## src/rtl/dmem_arb_pkg.sv

```systemverilog
// Shared definitions for the data-memory port arbiter: state encoding,
// default widths, requester indices and a small counter helper.
package dmem_arb_pkg;

    // Default port widths
    localparam int ADDR_W_DEF = 11;
    localparam int DATA_W_DEF = 32;

    // Requester indices into the gnt vector
    localparam int REQ_PROTO = 0;   // protocol controller
    localparam int REQ_DUMP  = 1;   // UART data-memory dump engine

    // Arbiter state encoding
    localparam logic [1:0] IDLE = 2'd0;
    localparam logic [1:0] OWN0 = 2'd1;
    localparam logic [1:0] OWN1 = 2'd2;

    typedef logic [1:0] arb_state_t;

    // Increment that sticks at the limit instead of wrapping
    function automatic logic [7:0] sat_inc(input logic [7:0] value, input logic [7:0] limit);
        return (value >= limit) ? limit : value + 8'd1;
    endfunction

endpackage

```

## src/rtl/dmem_arb_pick.sv

```systemverilog
// Pure combinational grant selector: sticky round-robin with a burst limit.
// Produces a one-hot (or all-zero) grant from the request pair and the
// arbiter's current ownership state.
module dmem_arb_pick
    import dmem_arb_pkg::*;
#(
    parameter int MAX_BURST = 8
) (
    input  logic [1:0] req,
    input  logic [1:0] state,
    input  logic       last,
    input  logic [7:0] burst_cnt,
    output logic [1:0] gnt
);

    localparam logic [7:0] MAX_B = 8'(MAX_BURST);

    // Choose the winner; contention is resolved by owner stickiness, then burst limit, then last
    always_comb begin
        // NOTE: gnt gets a default before the case so every path assigns it and no latch is inferred.
        gnt = 2'b00;
        case (req)
            2'b01: gnt = 2'b01;
            2'b10: gnt = 2'b10;
            2'b11: begin
                case (state)
                    OWN0:    gnt = (burst_cnt < MAX_B) ? 2'b01 : 2'b10;
                    OWN1:    gnt = (burst_cnt < MAX_B) ? 2'b10 : 2'b01;
                    // No owner: the requester that did not win last time goes first
                    default: gnt = last ? 2'b01 : 2'b10;
                endcase
            end
            default: gnt = 2'b00;
        endcase
    end

endmodule

```

## src/rtl/dmem_port_arbiter.sv

```systemverilog
// Shares the single datamem controller port between the protocol controller
// (requester 0) and the UART dump engine (requester 1). Holds the ownership
// registers, the same-cycle port mux and the 1-cycle read-tag pipeline.
module dmem_port_arbiter
    import dmem_arb_pkg::*;
#(
    parameter int ADDR_W    = ADDR_W_DEF,
    parameter int DATA_W    = DATA_W_DEF,
    parameter int MAX_BURST = 8
) (
    input  logic                  CLK,
    input  logic                  rst,
    // Requester 0: protocol controller
    input  logic                  m0_req,
    input  logic [ADDR_W-1:0]     m0_addr,
    input  logic [DATA_W/8-1:0]   m0_wr,
    input  logic [DATA_W-1:0]     m0_wdata,
    output logic                  m0_gnt,
    output logic                  m0_rvalid,
    output logic [DATA_W-1:0]     m0_rdata,
    // Requester 1: UART dump engine
    input  logic                  m1_req,
    input  logic [ADDR_W-1:0]     m1_addr,
    input  logic [DATA_W/8-1:0]   m1_wr,
    input  logic [DATA_W-1:0]     m1_wdata,
    output logic                  m1_gnt,
    output logic                  m1_rvalid,
    output logic [DATA_W-1:0]     m1_rdata,
    // Datamem controller port
    output logic [ADDR_W-1:0]     mem_addr,
    output logic [DATA_W/8-1:0]   mem_write,
    output logic [DATA_W-1:0]     mem_wdata,
    input  logic [DATA_W-1:0]     mem_rdata
);

    localparam int         BE_W  = DATA_W / 8;
    localparam logic [7:0] MAX_B = 8'(MAX_BURST);

    arb_state_t state;
    logic       last;
    logic [7:0] burst_cnt;
    logic       pend0;
    logic       pend1;
    logic [1:0] pick_gnt;
    logic [1:0] gnt;
    logic       same_owner;

    dmem_arb_pick #(
        .MAX_BURST (MAX_BURST)
    ) u_pick (
        .req       ({m1_req, m0_req}),
        .state     (state),
        .last      (last),
        .burst_cnt (burst_cnt),
        .gnt       (pick_gnt)
    );

    // Nothing is accepted while reset is asserted, which also keeps writes off the port
    assign gnt    = rst ? 2'b00 : pick_gnt;
    assign m0_gnt = gnt[REQ_PROTO];
    assign m1_gnt = gnt[REQ_DUMP];

    assign same_owner = (gnt[REQ_PROTO] && (state == OWN0)) ||
                        (gnt[REQ_DUMP]  && (state == OWN1));

    // Route the granted requester onto the memory port; idle port is all zeros
    always_comb begin
        mem_addr  = '0;
        mem_write = '0;
        mem_wdata = '0;
        if (gnt[REQ_PROTO]) begin
            mem_addr  = m0_addr;
            mem_write = m0_wr;
            mem_wdata = m0_wdata;
        end else if (gnt[REQ_DUMP]) begin
            mem_addr  = m1_addr;
            mem_write = m1_wr;
            mem_wdata = m1_wdata;
        end
    end

    // Ownership, round-robin history, burst counter and read tags
    always_ff @(posedge CLK) begin
        // NOTE: state registers use non-blocking assignments so every register samples pre-edge values.
        if (rst) begin
            state     <= IDLE;
            last      <= 1'b1;
            burst_cnt <= 8'd0;
            pend0     <= 1'b0;
            pend1     <= 1'b0;
        end else begin
            // A granted read tags its requester for the data returning next cycle
            pend0 <= gnt[REQ_PROTO] && (m0_wr == BE_W'(0));
            pend1 <= gnt[REQ_DUMP]  && (m1_wr == BE_W'(0));
            if (gnt == 2'b00) begin
                state     <= IDLE;
                burst_cnt <= 8'd0;
            end else if (same_owner) begin
                burst_cnt <= sat_inc(burst_cnt, MAX_B);
            end else begin
                state     <= gnt[REQ_DUMP] ? OWN1 : OWN0;
                last      <= gnt[REQ_DUMP];
                burst_cnt <= 8'd1;
            end
        end
    end

    // Read data is broadcast; the per-requester rvalid says whose it is
    assign m0_rvalid = pend0;
    assign m1_rvalid = pend1;
    assign m0_rdata  = mem_rdata;
    assign m1_rdata  = mem_rdata;

endmodule
```

## config.mk

```make
export PLATFORM = sky130hd
export DESIGN_NAME = dmem_port_arbiter
export DESIGN_NICKNAME = d
export VERILOG_FILES = /design/src/rtl/dmem_arb_pkg.sv /design/src/rtl/dmem_arb_pick.sv /design/src/rtl/dmem_port_arbiter.sv
export SDC_FILE = /design/constraint.sdc
export NUM_CORES = 1
export LEC_CHECK = 0
export CORE_AREA = 2 2 96 98
export DETAILED_ROUTE_END_ITERATION = 8
export DIE_AREA = 0 0 98 100
export DONT_BUFFER_PORTS = 1
export SLEW_MARGIN = 20
export SYNTH_ARGS = -nofsm -noshare
export SYNTH_HDL_FRONTEND = slang
export SYNTH_SLANG_ARGS = --single-unit
```

## constraint.sdc

```tcl
create_clock -name CLK -period 3.29 [get_ports CLK]
set_input_delay 0.658 -clock CLK [delete_from_list [all_inputs] [get_ports CLK]]
set_output_delay 0.658 -clock CLK [all_outputs]
set_load 0.1 [all_outputs]
```

==> flow_summary.toml, run 1 <==
[detailed_routing]
wl_mm = 6.176
highest_layer = "met4"
vias_per_cell = 4.672
wl_met1_mm = 2.087
via_count = 1808
wl_per_cell_um = 15.96
first_iter_violations = 72
postRouteAntennaNets = 0
wl_met3_um = 868
wl_met2_mm = 3.042
drc = 0
first_pass_iters = 4

[power_and_ir_drop]
total_power_mw = 1.395
power.leakage_nw = 1.012
peakVddDrop_mv = 0.1759
power.density_nw_per_um2 = 538.2

[critical_path]
critPathBufInv = 3
r2r_end = "state[0]$_SDFFE_PP0P_"
path_class = "flip-flop to output pin"
required_ns = 2.63
crit_arrival_ns = 2.49
r2r_start = "state[0]$_SDFFE_PP0P_"
reg2reg_depth = 8
crit_path_max_incr_delay_ns = 0.36
r2r_setup_slack_ns = 1.08
crit_path_frequent_cell = "buf_4"
slowest_stage = "ha_1"
path_delay_family = "simple AND/OR/NAND/NOR gates"
path_max_fanout = 10
cp-start-kind = "flip-flop"
crit_path_end_kind = "output pin"
path_cells = "inv_1 > ha_1 > nor3b_2 > nor4b_4 > a311o_2 > buf_4 > nand2_1 > o21ai_2 > buf_4"

[cts]
cts_hold_buf = 0
clockBufferDepth = 2
cts_tree = "yes"
cts-root-buf = "clkbuf_8"
clock_latency_ns = 0.24
cts_buffers = 3
clk_pin_slew_ns = 0.06
clock_sink_count = 13
htreeDepth = 1

[synthesis]
synth_ff_type = "dfxtp_1"
synth_cell_type_count = 32
syn_inst = 287
synthArstFlopShare_pct = 0
syn_area_per_cell_um2 = 6.169
synth_edf_count = 0
synth.cell_area_um2 = 1770
yosys_warnings = 0
ys_seq_elements = 13
yosysSeqAreaShare_pct = 14.70

[die]
die_width_um = 98
ioPinCount = 245
core-area_um2 = 8890
start_util_pct = 19.92
rows = 35
die-area_um2 = 9800
dieHeight_um = 100

[place]
gp_congestion = 0.8379
hpwlAfterDp_mm = 5.023
portBuffers = 0

[sta]
finalSetupViolations = 0
hold_viol = 0
finalCriticalPeriod_ns = 3.147
fmax_ghz = 0.3178
worst-slew-pin-transition_ns = 0.9320
slew_viol_final = 0
setup-tns-final_ns = 0
final.period_utilization_pct = 95.65
slew-limit-headroom_pct = 37.78
hold_slack_ns = 0.5061
clock-skew-final_ns = 0.005783
grt_setup_unrepaired = "yes"

[cells_and_area]
fin_nets = 411
n_antenna_cell = 0
drive_gt1_share_pct = 43.12
final_util_pct = 29.15
area_delta_synth_final_pct = 46.36
fill_cells = 942

[global_routing]
grt_max_degree = 51
grt_util_all_layers_pct = 11.30
antenna_found_initial = 0
grt_first_pass_wirelength_mm = 8.680
grt_overflow = 0
grt_pass1_vias = 1713

[worst_hold_path]
holdPathEnd = "state[0]$_SDFFE_PP0P_"
hp-class = "flip-flop to flip-flop"
hold_depth = 2
hp-start = "state[0]$_SDFFE_PP0P_"

[status]
status = "finished, final reports clean"

[job]
cap_violations = 0
## cell usage in the layout, fill, tap and decap left out, drive strengths merged
cell type	instances
nor4	2
clkinv	1
conb	4
inv	8
a31oi	2
ha	4
nor3	2
nand2b	2
a311o	2
and2	2
nor3b	1
nor2	5
xnor2	1
a21oi	4
nand3	1
nand2	97
o211a	1
nor4b	1
buf	61
nand3b	1
a311oi	2
or4	1
or2	1
o21bai	1
o21ai	48
o22a	1
dfxtp	13
a211oi	3
clkbuf	4
## per-layer routing
metal  vias up  track usage [%]
li1        851                -
met4         0            3.419
met5         -                0
met3        27            6.337
met2       132            19.49
met1       798            11.78
## synth_stat cells (2+ instances only)
cell type,instances,share of area [%]
a211oi_1,3,1.3
a21oi_1,4,1.1
a311o_1,2,1.1
a311oi_1,2,0.99
a31oi_1,2,0.71
and2_1,2,0.71
buf_2,3,0.85
buf_4,65,28
buf_6,3,1.9
clkbuf_1,5,1.1
clkbuf_2,4,1.1
dfxtp_1,13,15
ha_1,4,2.8
inv_1,8,1.7
nand2_1,97,21
nand2b_1,2,0.71
nor2_1,5,1.1
nor3_1,2,0.57
nor4_1,2,0.71
o21ai_0,47,13
## final cells by class
type                    instances  area, um2  share of cell area [%]
clock buffers                   3      41.29                   1.593
multi-input cells             189       1126                   43.46
inverters                       8      30.03                   1.159
clock inverters                 1      5.005                  0.1931
well taps                     111      138.9                   5.360
flip-flops and latches         13      260.3                   10.04
repair buffers                 62      989.7                   38.19
## worst max-delay path by stage
stage | slack (ns) | startpoint | end | depth (start not counted)
floorplan | -0.41 | m0_req | mem_addr[0] | 6
global placement | 0.30 | state[0]$_SDFFE_PP0P_ | mem_wdata[23] | 10
detailed placement | 0.15 | state[0]$_SDFFE_PP0P_ | mem_wdata[24] | 10
CTS | 0.05 | state[0]$_SDFFE_PP0P_ | mem_wdata[20] | 9
global route | -0.03 | state[0]$_SDFFE_PP0P_ | mem_addr[9] | 9
finish | 0.14 | state[0]$_SDFFE_PP0P_ | mem_wdata[2] | 9
## tightest hold or removal path: stages (launching register included)
cell and delay [ns]:
dfxtp_1 0.32, inv_1 0.07, o21bai_1 0.07
## metrics by stage
stage / instances / cell area [um2] / setup slack [ns]
2_1_floorplan: 290 / 1937 / -0.4113
3_3_place_gp: 379 / 2452 / 0.3010
3_5_place_dp: 379 / 2452 / 0.1465
4_1_cts: 384 / 2545 / 0.04567
5_1_grt: 387 / 2591 / -0.02525
6_report: 387 / 2591 / 0.1433
## logic make-up (layout without fill, tap and decap cells)
family | Yosys count | in the layout | synth area share, %
DFF | 13 | 13 | 14.70
other | 1 | 4 | 0.2118
xor gates and xnor gates | 1 | 1 | 0.4948
buffers and inverters | 88 | 74 | 34.20
AOI/OAI and AO/OA | 64 | 64 | 20.28
and+or+nand+nor | 116 | 116 | 27.28
adders and majority gates | 4 | 4 | 2.827
## sequential cells by signal, indices dropped and copies added, names as in the netlist
| register | count |
|---|---|
| m1_rvalid | 1 |
| m0_rvalid | 1 |
| last | 1 |
| burst_cnt | 8 |
| state | 2 |
## report_power, final
part           leakage, nW  switching [mW]  internal, mW  total [mW]
Sequential           0.107          0.0114         0.171       0.182
Combinational        0.879           0.742         0.328        1.07
Clock               0.0255          0.0600        0.0836       0.144
## repair_timing
action,CTS,global route
setup buffers,0,2
pin swaps,0,1
setup endpoints to repair,37,14
gates cloned,1,1
gates resized for setup,2,4
Power figures use the tool's default switching activity.
==> inputs of run 2 (changes only) <==
CELL_PAD_IN_SITES_DETAIL_PLACEMENT = 1   (was not set)
CELL_PAD_IN_SITES_GLOBAL_PLACEMENT = 2   (was not set)
CORE_AREA = 2 2 95 97   (was 2 2 96 98)
DIE_AREA = 0 0 97 99   (was 0 0 98 100)
GPL_ROUTABILITY_DRIVEN = 0   (was not set)
PLACE_DENSITY_LB_ADDON = 0.1   (was not set)
==> flow_summary.toml, run 2 (synthesis results as in run 1) <==
[detailed_routing]
postRouteAntennaNets = 0
first_pass_iters = 3
first_iter_violations = 33
vias_per_cell = 4.714
wl_mm = 6.949
via_count = 1782
drc = 0
wl_per_cell_um = 18.38

[die]
die_width_um = 97
core-area_um2 = 8551
dieHeight_um = 99
ioPinCount = 245
start_util_pct = 20.71
die-area_um2 = 9603
rows = 34

[cts]
clk_pin_slew_ns = 0.06
clock_sink_count = 13
cts_buffers = 3
clockBufferDepth = 2
clock_latency_ns = 0.24
htreeDepth = 1
cts-root-buf = "clkbuf_8"
cts_tree = "yes"

[power_and_ir_drop]
peakVddDrop_mv = 0.2052
power.leakage_nw = 1.006
power.density_nw_per_um2 = 537.4
total_power_mw = 1.425

[sta]
hold_slack_ns = 0.5042
final.period_utilization_pct = 95.16
fmax_ghz = 0.3194
clock-skew-final_ns = 0.002926
slew_viol_final = 0
finalCriticalPeriod_ns = 3.131
hold_viol = 0
grt_setup_unrepaired = "no"
worst-slew-pin-transition_ns = 0.9408
slew-limit-headroom_pct = 37.20
finalSetupViolations = 0

[cells_and_area]
fin_nets = 405
drive_gt1_share_pct = 41.48
mostFrequentLayoutCell = "nand2_1"
final_cell_mix = "nand2_1 (97), buf_12 (49), o21ai_2 (46)"
fill_cells = 999
n_antenna_cell = 0
multi_input_area_um2 = 1126
final_util_pct = 31.01
reg.largest.list = "burst_cnt (8), state (2)"
largest_reg_flops = 8
regArea_um2 = 260.3
top_register = "burst_cnt"
area_delta_synth_final_pct = 49.75

[critical_path]
r2r_setup_slack_ns = 1.05
setup.worst_path.start = "state[0]$_SDFFE_PP0P_"
crit_arrival_ns = 2.47
required_ns = 2.63
r2r_start = "state[0]$_SDFFE_PP0P_"
path_class = "flip-flop to output pin"
path_max_fanout = 18
crit_end = "mem_wdata[0]"
cp-start-kind = "flip-flop"
crit_path_end_kind = "output pin"
r2r_end = "state[0]$_SDFFE_PP0P_"
reg2reg_depth = 8

[global_routing]
grt_pass1_vias = 1810
antenna_found_initial = 0
grt_overflow = 0
grt_max_degree = 62
grt_util_all_layers_pct = 13.14
grt_first_pass_wirelength_mm = 10.13

[place]
portBuffers = 0
hpwlAfterDp_mm = 5.598

[job]
cap_violations = 0

[status]
status = "finished, final reports clean"

[worst_hold_path]
hp-start = "state[1]$_SDFFE_PP0P_"
hp-class = "flip-flop to flip-flop"
-- run 2: cell count changes in the layout (fill, tap and decap cells not counted) --
cell,previous run,this run
buf_4,19,5
buf_12,38,49
buf_6,3,1
buf_16,1,0
clkbuf_1,0,1
clkinv_2,1,0
-- run 2: timing repair --
action                     CTS  global route
buffers inserted             0             0
hold buffers                 0             0
setup endpoints to repair    0            48
resized for setup            0             3
-- run 2: layout make-up --
class,instances,share of cell area (%)
clock buffers,4,1.699
inverters,8,1.133
multi-input cells,189,42.47
flip-flops and latches,13,9.816
well taps,108,5.097
repair buffers,56,39.78
-- run 2: how the worst min path moves through the flow --
stage / end / slack, ns / cells after the start
global placement: state[0]$_SDFFE_PP0P_ / 0.48 / 2
finish: state[1]$_SDFFE_PP0P_ / 0.50 / 2
CTS: state[1]$_SDFFE_PP0P_ / 0.51 / 2
detailed placement: state[1]$_SDFFE_PP0P_ / 0.49 / 2
floorplan: state[1]$_SDFFE_PP0P_ / 0.45 / 2
global route: state[0]$_SDFFE_PP0P_ / 0.53 / 2
-- run 2: worst max-delay path: stages (launching register included) --
cell and delay (ns):
dfxtp_1 0.33, inv_1 0.06, ha_1 0.35, nor3b_2 0.24, nor4b_4 0.28, a311o_2 0.28, buf_4 0.29, nand2_1 0.10
o21ai_2 0.09, buf_12 0.19
-- run 2: where the power goes --
| part | internal, mW | switching [mW] | total, mW | leakage (nW) |
|---|---|---|---|---|
| Sequential | 0.171 | 0.0115 | 0.182 | 0.107 |
| Combinational | 0.351 | 0.747 | 1.10 | 0.876 |
| Clock | 0.0857 | 0.0591 | 0.145 | 0.0228 |
| Total | 0.607 | 0.817 | 1.42 | 1.01 |
-- run 2: per-layer routing --
layer  routed length (um)  global-route usage [%]  vias up
li1                     -                       -      843
met1                 2142                   12.67      812
met2                 3959                   26.23      115
met3                  747                   5.035       12
met4                   99                   2.925        0
met5                    0                       0        -
-- run 2: through the flow --
| stage | instances | setup slack, ns | TNS (ns) | area [um2] |
|---|---|---|---|---|
| after global placement | 373 | 0.3936 | 0 | 2564 |
| after detailed placement | 373 | 0.3136 | 0 | 2564 |
| after global routing | 378 | 0.009500 | 0 | 2651 |
| after CTS | 377 | 0.02213 | 0 | 2609 |
| after floorplan | 290 | -0.4113 | -4.167 | 1937 |
| final | 378 | 0.1593 | 0 | 2651 |
==> inputs of run 3 (changes only) <==
==> constraint.sdc (replaced) <==
create_clock -name CLK -period 3.29 [get_ports CLK]
set_input_delay 0.658 -clock CLK [delete_from_list [all_inputs] [get_ports CLK]]
set_output_delay 0.658 -clock CLK [all_outputs]
set_load 0.05 [all_outputs]
==> flow_summary.toml, run 3 (synthesis results as in run 1) <==
[status]
status = "finished, final reports clean"

[sta]
worst-slew-pin-transition_ns = 0.5705
fmax_ghz = 0.3303
fin_ws_ns = 0.2627
finalSetupViolations = 0
hold_viol = 0
setup-tns-final_ns = 0
slew-limit-headroom_pct = 61.96
final.period_utilization_pct = 92.02
grt_setup_unrepaired = "no"
slew_viol_final = 0
clock-skew-final_ns = 0.004082
finalCriticalPeriod_ns = 3.027

[detailed_routing]
wl_per_cell_um = 17.34
via_count = 1694
wl_met1_mm = 2.095
first_iter_violations = 28
vias_per_cell = 4.493
drc = 0
first_pass_iters = 4
wl_met3_um = 690
wl_mm = 6.539
highest_layer = "met4"
postRouteAntennaNets = 0
wl_met2_mm = 3.612

[power_and_ir_drop]
power.leakage_nw = 0.9202
power.internal_mw = 0.5800
p_seq_share_pct = 16.5
clock_power_share_pct = 13.3
switchingPower_mw = 0.5183
power.density_nw_per_um2 = 448.3
peakVddDrop_mv = 0.1070
combinationalPowerShare_pct = 70.3
p_sw_share_pct = 47.19

[die]
core-area_um2 = 8551
ioPinCount = 245
die-area_um2 = 9603
dieHeight_um = 99
die_width_um = 97
rows = 34
start_util_pct = 20.71

[cells_and_area]
fill_cells = 1030
area_delta_synth_final_pct = 38.37
largest_reg_flops = 8
final_cell_mix = "nand2_1 (97), buf_12 (49), o21ai_1 (45)"
fin_cells = 377
final_cell_area_um2 = 2450
fin_nets = 404
drive_gt1_share_pct = 24.54
n_antenna_cell = 0
reg.largest.list = "burst_cnt (8), state (2)"
mostFrequentLayoutCell = "nand2_1"
top_register = "burst_cnt"

[cts]
cts_tree = "yes"
clock_sink_count = 13
htreeDepth = 1
cts_buffers = 3
clk_pin_slew_ns = 0.06
clockBufferDepth = 2
clock_latency_ns = 0.24
cts-root-buf = "clkbuf_8"

[place]
portBuffers = 0
place_ws_ns = 0.3507
place_area_um2 = 2372
hpwlAfterDp_mm = 5.553
dp.cells = 371

[global_routing]
grt_max_degree = 47
grt_overflow = 0
grt_first_pass_wirelength_mm = 9.577
grt_pass1_vias = 1754
grt_util_all_layers_pct = 12.52
antenna_found_initial = 0

[critical_path]
crit_arrival_ns = 2.37
path_max_fanout = 41
required_ns = 2.63
cp-start-kind = "flip-flop"
path_class = "flip-flop to output pin"
crit_path_end_kind = "output pin"

[worst_hold_path]
hp-class = "flip-flop to flip-flop"

[job]
cap_violations = 0
==> run 3: changes by cell type in the layout (fill, tap and decap cells not counted) <==
cell       before  now
o21ai_1         0   45
o21ai_2        46    2
clkbuf_16       1    0
o21ai_4         1    0
==> run 3: what timing repair did <==
action                     4_1_cts  5_1_grt
hold buffers                     0        0
setup endpoints to repair        0       45
resized for setup                0        3
setup buffers                    0        2
==> run 3: layout make-up <==
class | instances | area, um2 | area share (%)
clock buffers | 4 | 45.04 | 1.839
inverters | 8 | 30.03 | 1.226
multi-input cells | 189 | 949.7 | 38.76
flip-flops and latches | 13 | 260.3 | 10.62
well taps | 108 | 135.1 | 5.516
repair buffers | 55 | 1030 | 42.03
==> run 3: worst max-delay path, stage by stage (launching register included) <==
cell and delay, ns:
dfxtp_1 0.33, inv_1 0.06, ha_1 0.36, nand3_1 0.11
nand3b_1 0.19, a21oi_4 0.33, buf_12 0.26, nand2_1 0.08
o21ai_1 0.23, buf_12 0.18
==> run 3: per-stage QoR <==
| stage | total power [mW] | utilization (%) | hold slack [ns] |
|---|---|---|---|
| after floorplan | 0.8121 | - | 0.4515 |
| after global placement | 0.9572 | 27.74 | 0.4803 |
| after detailed placement | 0.9563 | 27.74 | 0.4781 |
| after CTS | 1.104 | 28.27 | 0.4895 |
| after global routing | 1.154 | 28.65 | 0.5276 |
| final | 1.098 | 28.65 | 0.4852 |
==> run 3: path summary, 6_finish.rpt <==
| kind | startpoint | slack [ns] | end | cells after the start |
|---|---|---|---|---|
| worst max-delay path | state[0]$_SDFFE_PP0P_ | 0.26 | mem_wdata[24] | 9 |
| worst min-delay path | state[1]$_SDFFE_PP0P_ | 0.49 | state[1]$_SDFFE_PP0P_ | 2 |
| worst max register to register | burst_cnt[3]$_SDFF_PP0_ | 1.03 | burst_cnt[0]$_SDFF_PP0_ | 6 |
| worst min register to register | state[1]$_SDFFE_PP0P_ | 0.49 | state[1]$_SDFFE_PP0P_ | 2 |
==> run 3: routing by layer <==
layer	GRT usage [%]	vias up
met5	0	-
met1	12.39	716
met2	24.41	136
li1	-	824
met3	4.539	18
met4	3.575	0
==> run 3: power by group through the flow <==
stage | clock (mW) | sequential (mW) | combinational (mW)
finish | 0.146 | 0.181 | 0.772
detailed placement | 0 | 0.184 | 0.772
global route | 0.159 | 0.183 | 0.813
global placement | 0 | 0.184 | 0.773
floorplan | 0 | 0.181 | 0.631
CTS | 0.150 | 0.181 | 0.774
